File: config.mk
export PLATFORM = sky130hd
export DESIGN_NAME = nco_sweep_phase_gen
export DESIGN_NICKNAME = d
export VERILOG_FILES = /design/src/rtl/nco_pkg.sv /design/src/rtl/nco_freq_stepper.sv /design/src/rtl/nco_sweep_phase_gen.sv
export SDC_FILE = /design/constraint.sdc
export NUM_CORES = 1
export LEC_CHECK = 0
export BUFFER_PORTS_ARGS = -buffer_cell sky130_fd_sc_hd__clkbuf_2
export CORE_MARGIN = 5
export CORE_UTILIZATION = 55
export CTS_CLUSTER_DIAMETER = 100
export CTS_CLUSTER_SIZE = 28
export DETAILED_ROUTE_END_ITERATION = 10
export PLACE_DENSITY = 0.72
export SETUP_SLACK_MARGIN = 0.4
export SLEW_MARGIN = 40
export SYNTH_ARGS = -nofsm -noshare
export SYNTH_HDL_FRONTEND = slang
export SYNTH_HIERARCHICAL = 1
export SYNTH_SLANG_ARGS = --single-unit
File: constraint.sdc
create_clock -name clock -period 7.38 [get_ports clock]
set_input_delay 0.369 -clock clock [delete_from_list [all_inputs] [get_ports clock]]
set_output_delay 0.369 -clock clock [all_outputs]
set_load 0.005 [all_outputs]
File: src/rtl/nco_pkg.sv
// Shared NCO definitions: word width, run-mode encodings, FSM states and the
// phase-quadrant constants that the downstream rotator also relies on.
package nco_pkg;

  localparam int unsigned NCO_PW = 32;

  typedef enum logic [1:0] {
    MODE_TONE     = 2'b00,
    MODE_SINGLE   = 2'b01,
    MODE_REPEAT   = 2'b10,
    MODE_TONE_ALT = 2'b11
  } nco_mode_e;

  typedef enum logic [1:0] {
    StIdle = 2'b00,
    StRun  = 2'b01,
    StHold = 2'b10
  } nco_state_e;

  // Full circle is 2^NCO_PW, so the top two phase bits select the quadrant.
  localparam logic [NCO_PW-1:0] PHASE_QUARTER = 32'h4000_0000;
  localparam logic [NCO_PW-1:0] PHASE_HALF    = 32'h8000_0000;

  function automatic logic [1:0] phase_quadrant(input logic [NCO_PW-1:0] phase);
    return phase[NCO_PW-1 -: 2];
  endfunction

endpackage

File: src/rtl/nco_freq_stepper.sv
// Frequency register for sweeps: steps by +/-delta, detects the terminal point
// and either clamps to the stop word or reloads the start word.
module nco_freq_stepper #(
  parameter int unsigned PW = 32,
  parameter int unsigned DW = 32
) (
  input  logic          clk_i,
  input  logic          rst_ni,
  input  logic          load_i,
  input  logic          step_i,
  input  logic          reload_i,
  input  logic [PW-1:0] start_fw_i,
  input  logic [PW-1:0] stop_fw_i,
  input  logic [DW-1:0] delta_i,
  output logic [PW-1:0] freq_o,
  output logic          terminal_o
);

  logic [PW-1:0] freq_q, freq_d;
  logic          dir_up_q, dir_up_d;
  logic [PW:0]   delta_ext, nxt;
  logic          at_end;

  assign delta_ext = {{(PW + 1 - DW){1'b0}}, delta_i};
  assign nxt       = dir_up_q ? ({1'b0, freq_q} + delta_ext) : ({1'b0, freq_q} - delta_ext);
  // A borrow on the down path sets nxt[PW]; that is below any stop word.
  assign at_end    = dir_up_q ? (nxt >= {1'b0, stop_fw_i})
                              : (nxt[PW] || (nxt <= {1'b0, stop_fw_i}));

  always_comb begin
    freq_d   = freq_q;
    dir_up_d = dir_up_q;
    if (load_i) begin
      freq_d   = start_fw_i;
      dir_up_d = (stop_fw_i >= start_fw_i);
    end else if (step_i) begin
      if (at_end) begin
        freq_d = reload_i ? start_fw_i : stop_fw_i;
      end else begin
        freq_d = nxt[PW-1:0];
      end
    end
  end

  always_ff @(posedge clk_i or negedge rst_ni) begin
    if (!rst_ni) begin
      freq_q   <= '0;
      dir_up_q <= 1'b0;
    end else begin
      freq_q   <= freq_d;
      dir_up_q <= dir_up_d;
    end
  end

  assign freq_o     = freq_q;
  assign terminal_o = step_i & at_end;

endmodule

File: src/rtl/nco_sweep_phase_gen.sv
// Phase generator feeding the CORDIC rotator: phase accumulator plus offset,
// with tone / single-chirp / repeating-chirp frequency control.
module nco_sweep_phase_gen
  import nco_pkg::*;
#(
  parameter int unsigned PW = NCO_PW,
  parameter int unsigned DW = 32
) (
  input  logic          clock,
  input  logic          reset_n,
  input  logic          ce,
  input  logic          cfg_valid,
  output logic          cfg_ready,
  input  logic [PW-1:0] cfg_start_fw,
  input  logic [PW-1:0] cfg_stop_fw,
  input  logic [DW-1:0] cfg_delta,
  input  logic [PW-1:0] cfg_phase_ofs,
  input  logic [1:0]    cfg_mode,
  input  logic          start,
  input  logic          abort,
  output logic [PW-1:0] phase_out,
  output logic          phase_valid,
  output logic          busy,
  output logic          sweep_done
);

  nco_state_e    state_q;
  nco_mode_e     mode_q;
  logic [PW-1:0] acc_q, phase_q, start_fw_q, stop_fw_q, ofs_q;
  logic [DW-1:0] delta_q;
  logic          cfg_loaded_q, phase_valid_q, sweep_done_q;

  logic [PW-1:0] freq;
  logic          terminal, cfg_xfer, start_ok, ce_ok, sweep_mode, step;

  assign cfg_ready  = (state_q == StIdle);
  assign busy       = (state_q != StIdle);
  assign cfg_xfer   = cfg_valid & cfg_ready;
  // start sees the registered config, so a same-cycle transfer does not affect it.
  assign start_ok   = (state_q == StIdle) & start & cfg_loaded_q & ~abort;
  assign ce_ok      = ce & busy & ~abort;
  assign sweep_mode = (mode_q == MODE_SINGLE) || (mode_q == MODE_REPEAT);
  assign step       = ce_ok & (state_q == StRun) & sweep_mode;

  nco_freq_stepper #(
    .PW (PW),
    .DW (DW)
  ) u_stepper (
    .clk_i      (clock),
    .rst_ni     (reset_n),
    .load_i     (start_ok),
    .step_i     (step),
    .reload_i   (mode_q == MODE_REPEAT),
    .start_fw_i (start_fw_q),
    .stop_fw_i  (stop_fw_q),
    .delta_i    (delta_q),
    .freq_o     (freq),
    .terminal_o (terminal)
  );

  always_ff @(posedge clock or negedge reset_n) begin
    if (!reset_n) begin
      state_q       <= StIdle;
      mode_q        <= MODE_TONE;
      acc_q         <= '0;
      phase_q       <= '0;
      start_fw_q    <= '0;
      stop_fw_q     <= '0;
      ofs_q         <= '0;
      delta_q       <= '0;
      cfg_loaded_q  <= 1'b0;
      phase_valid_q <= 1'b0;
      sweep_done_q  <= 1'b0;
    end else begin
      phase_valid_q <= ce_ok;
      sweep_done_q  <= terminal;
      if (cfg_xfer) begin
        start_fw_q   <= cfg_start_fw;
        stop_fw_q    <= cfg_stop_fw;
        delta_q      <= cfg_delta;
        ofs_q        <= cfg_phase_ofs;
        mode_q       <= nco_mode_e'(cfg_mode);
        cfg_loaded_q <= 1'b1;
      end
      if (ce_ok) begin
        phase_q <= acc_q + ofs_q;
        acc_q   <= acc_q + freq;
      end
      if (abort) begin
        state_q <= StIdle;
      end else begin
        unique case (state_q)
          StIdle: begin
            if (start_ok) begin
              state_q <= StRun;
              acc_q   <= '0;
            end
          end
          StRun: begin
            if (terminal && (mode_q == MODE_SINGLE)) begin
              state_q <= StHold;
            end
          end
          StHold:  state_q <= StHold;
          default: state_q <= StIdle;
        endcase
      end
    end
  end

  assign phase_out   = phase_q;
  assign phase_valid = phase_valid_q;
  assign sweep_done  = sweep_done_q;

endmodule

==> qor.yml <==
outcome: "complete, no violations"
num_vias: 14800
gp_congestion: 0.947
via_per_inst: 6.12
grt_pass1_vias: 14700
post-route-period-util_pct: 89.3
cp_data_arrival_time_ns: 6.97
synthFlopType: "dfrtp_1"
wl_um: 46500
r2r_cells: 25
first_pass_iters: 5
finalSetupViolations: 0
floorplan.initialDensity_pct: 55.3
crit_cells: 25
hold_class: "primary input to flop"
drc: 0
clk_latency_ns: 0.49
htree_levels: 1
cp_max_fo: 35
startpoint_type: "flop"
drv_slew: 0
syn-num-nets: 2188
end_kind: "flop"
min_from: "cfg_start_fw[10]"
critPathTopFamily: "simple AND/OR/NAND/NOR gates"
yosysWarnings: 6
dpl.hpwl_um: 36100
cts_buffer_depth: 3
slew_headroom_pct: 49.8
crit_type: "flop to flop"
grt_max_degree: 105
syn_avg_cell_area_sq_um: 9.19
final_common_cell: "dfrtp_1"
drtIter0Drc: 859
maxCapViolCount: 0
synth.distinct_cells: 89
syn-cell-area_sq_um: 17300
critPathRequiredTime_ns: 7.76
clock-sinks: 232
die_x_um: 187
final.setup_skew_ns: 0.0143
ant_nets: 0
worstMarginPinSlew_ns: 0.746
antenna_cells: 0
worst-path-buf-inv: 2
num_rows: 65
port_buffers: 171
crit_path_top_delay_cell: "or4_1"
overflow: 0
synth-seq-cells: 232
fin_crit_ns: 6.59
cpPeakStageDelay_ns: 0.55
numCtsBuffers: 13
core-area_sq_um: 31300
rsz0062_at_grt: "no"
grt_usage_pct: 25.8
ys_seq_area_share_pct: 33.5
synth-edff-count: 0
rr_startpoint: "delta_q[4]"
final_cell_mix: "232 x dfrtp_1, 170 x clkbuf_2, 163 x ha_1"
fmax_mhz: 152
path_clk_slew_ns: 0.11
syn-instance-count: 1885
io_pins: 172
async_reset_ff_share_pct: 100
grt_pass1_wl_um: 75700
min_delay_path_depth: 2
wl_per_cell_um: 19.3
hold_violations: 0
crit_start: "delta_q[4]"
fin_tns_setup_ns: 0
dieArea_sq_um: 35100
cts_setup_buffers: 0
antenna_found_initial: 0
ctsRootBufferMaster: "clkbuf_16"
syn_to_final_growth_pct: 9.72
die_h_um: 187
drive_gt1_share_pct: 19.7
num-nets-final: 2309
cts_tree: "yes"
==> path summary, 6_finish.rpt <==
| kind | end | slack [ns] |
|---|---|---|
| min reg2reg | cfg_loaded_q | 0.48 |
| max reg2reg | u_stepper/freq_o[6] | 0.79 |
| max in group asynchronous | u_stepper/freq_o[29] | 5.73 |
| max | u_stepper/freq_o[6] | 0.79 |
| min in group asynchronous | phase_out[6] | 0.37 |
| min | start_fw_q[10] | 0.09 |
==> through the flow <==
step	hold WS, ns	instances	area, sq um	utilization [%]	setup WS, ns
6_report	0.0908	2412	19000	60.7	0.789
3_5_place_dp	0.452	2391	18500	59.1	0.547
3_3_place_gp	0.452	2390	18500	59.0	0.795
2_1_floorplan	0.0734	1885	17300	-	0.904
5_1_grt	0.0663	2412	19000	60.7	0.405
4_1_cts	0.0681	2411	18900	60.4	0.531
==> Yosys cell counts (7+ instances only) <==
cell type    n  share of area (%)
dfrtp_1    232                 34
ha_1       164                 12
a21oi_1    153                4.4
nand2_1    153                3.3
mux2_2     132                8.6
o21ai_0    109                3.1
inv_1      107                2.3
nor2_1      91                2.0
nand4_1     59                2.1
a21o_1      58                2.5
clkbuf_1    56                1.2
nand3_1     51                1.5
xor2_1      50                2.5
xnor2_1     41                2.1
nor3_1      31               0.90
o211ai_1    24                1.0
a22oi_1     23                1.0
a211oi_1    21               0.91
nor4_1      20               0.72
o21bai_1    19               0.82
nand2b_1    18               0.65
o21a_1      17               0.74
or3_1       17               0.61
mux2i_1     16               0.92
and3_1      15               0.54
o31ai_1     14               0.61
buf_1       13               0.28
a31oi_1     12               0.43
nor3b_1     11               0.48
a22o_1      10               0.51
o211ai_2    10               0.72
buf_2        9               0.26
a211o_1      8               0.40
nor2b_1      8               0.29
and2_1       7               0.25
==> cell families after synthesis <==
group | share of synthesized area [%]
fa+ha+maj | 12.2
simple gates | 15.1
mux | 9.72
compound gates | 20.2
xor+xnor | 4.60
buf+inv | 4.60
flops | 33.5
==> metal layers <==
metal | vias up | GRT usage (%) | part of all wire, %
met5 | - | 0 | 0
met4 | 0 | 7.99 | 3.1
met3 | 79 | 2.82 | 5.5
met2 | 490 | 42.6 | 46
met1 | 7015 | 36.0 | 46
li1 | 7166 | - | -
==> flip-flops by register name, indices dropped and copies added (netlist names), 2 cells and up <==
register          cells
ofs_q                32
start_fw_q           32
acc_q                32
mode_q                2
delta_q              32
u_stepper/freq_o     32
stop_fw_q            32
state_q               2
phase_out            32
==> layout make-up <==
| cell class | count | area, sq um |
|---|---|---|
| fill | 2727 | 12300 |
| multi-input combinational | 1457 | 10800 |
| sequential | 232 | 5810 |
| timing repair buffer | 194 | 1080 |
| tap | 402 | 503 |
| inverter | 108 | 405 |
| clock buffer | 14 | 339 |
| clock inverter | 5 | 53.8 |
==> what timing repair did <==
action,CTS,global route
endpoints found under the hold margin,102,0
gates resized for setup,0,10
hold buffers,1,0
setup endpoints to repair,0,34
Power is not shown: default switching activity piles up to over one toggle a cycle in this logic, so the estimate is an artifact.
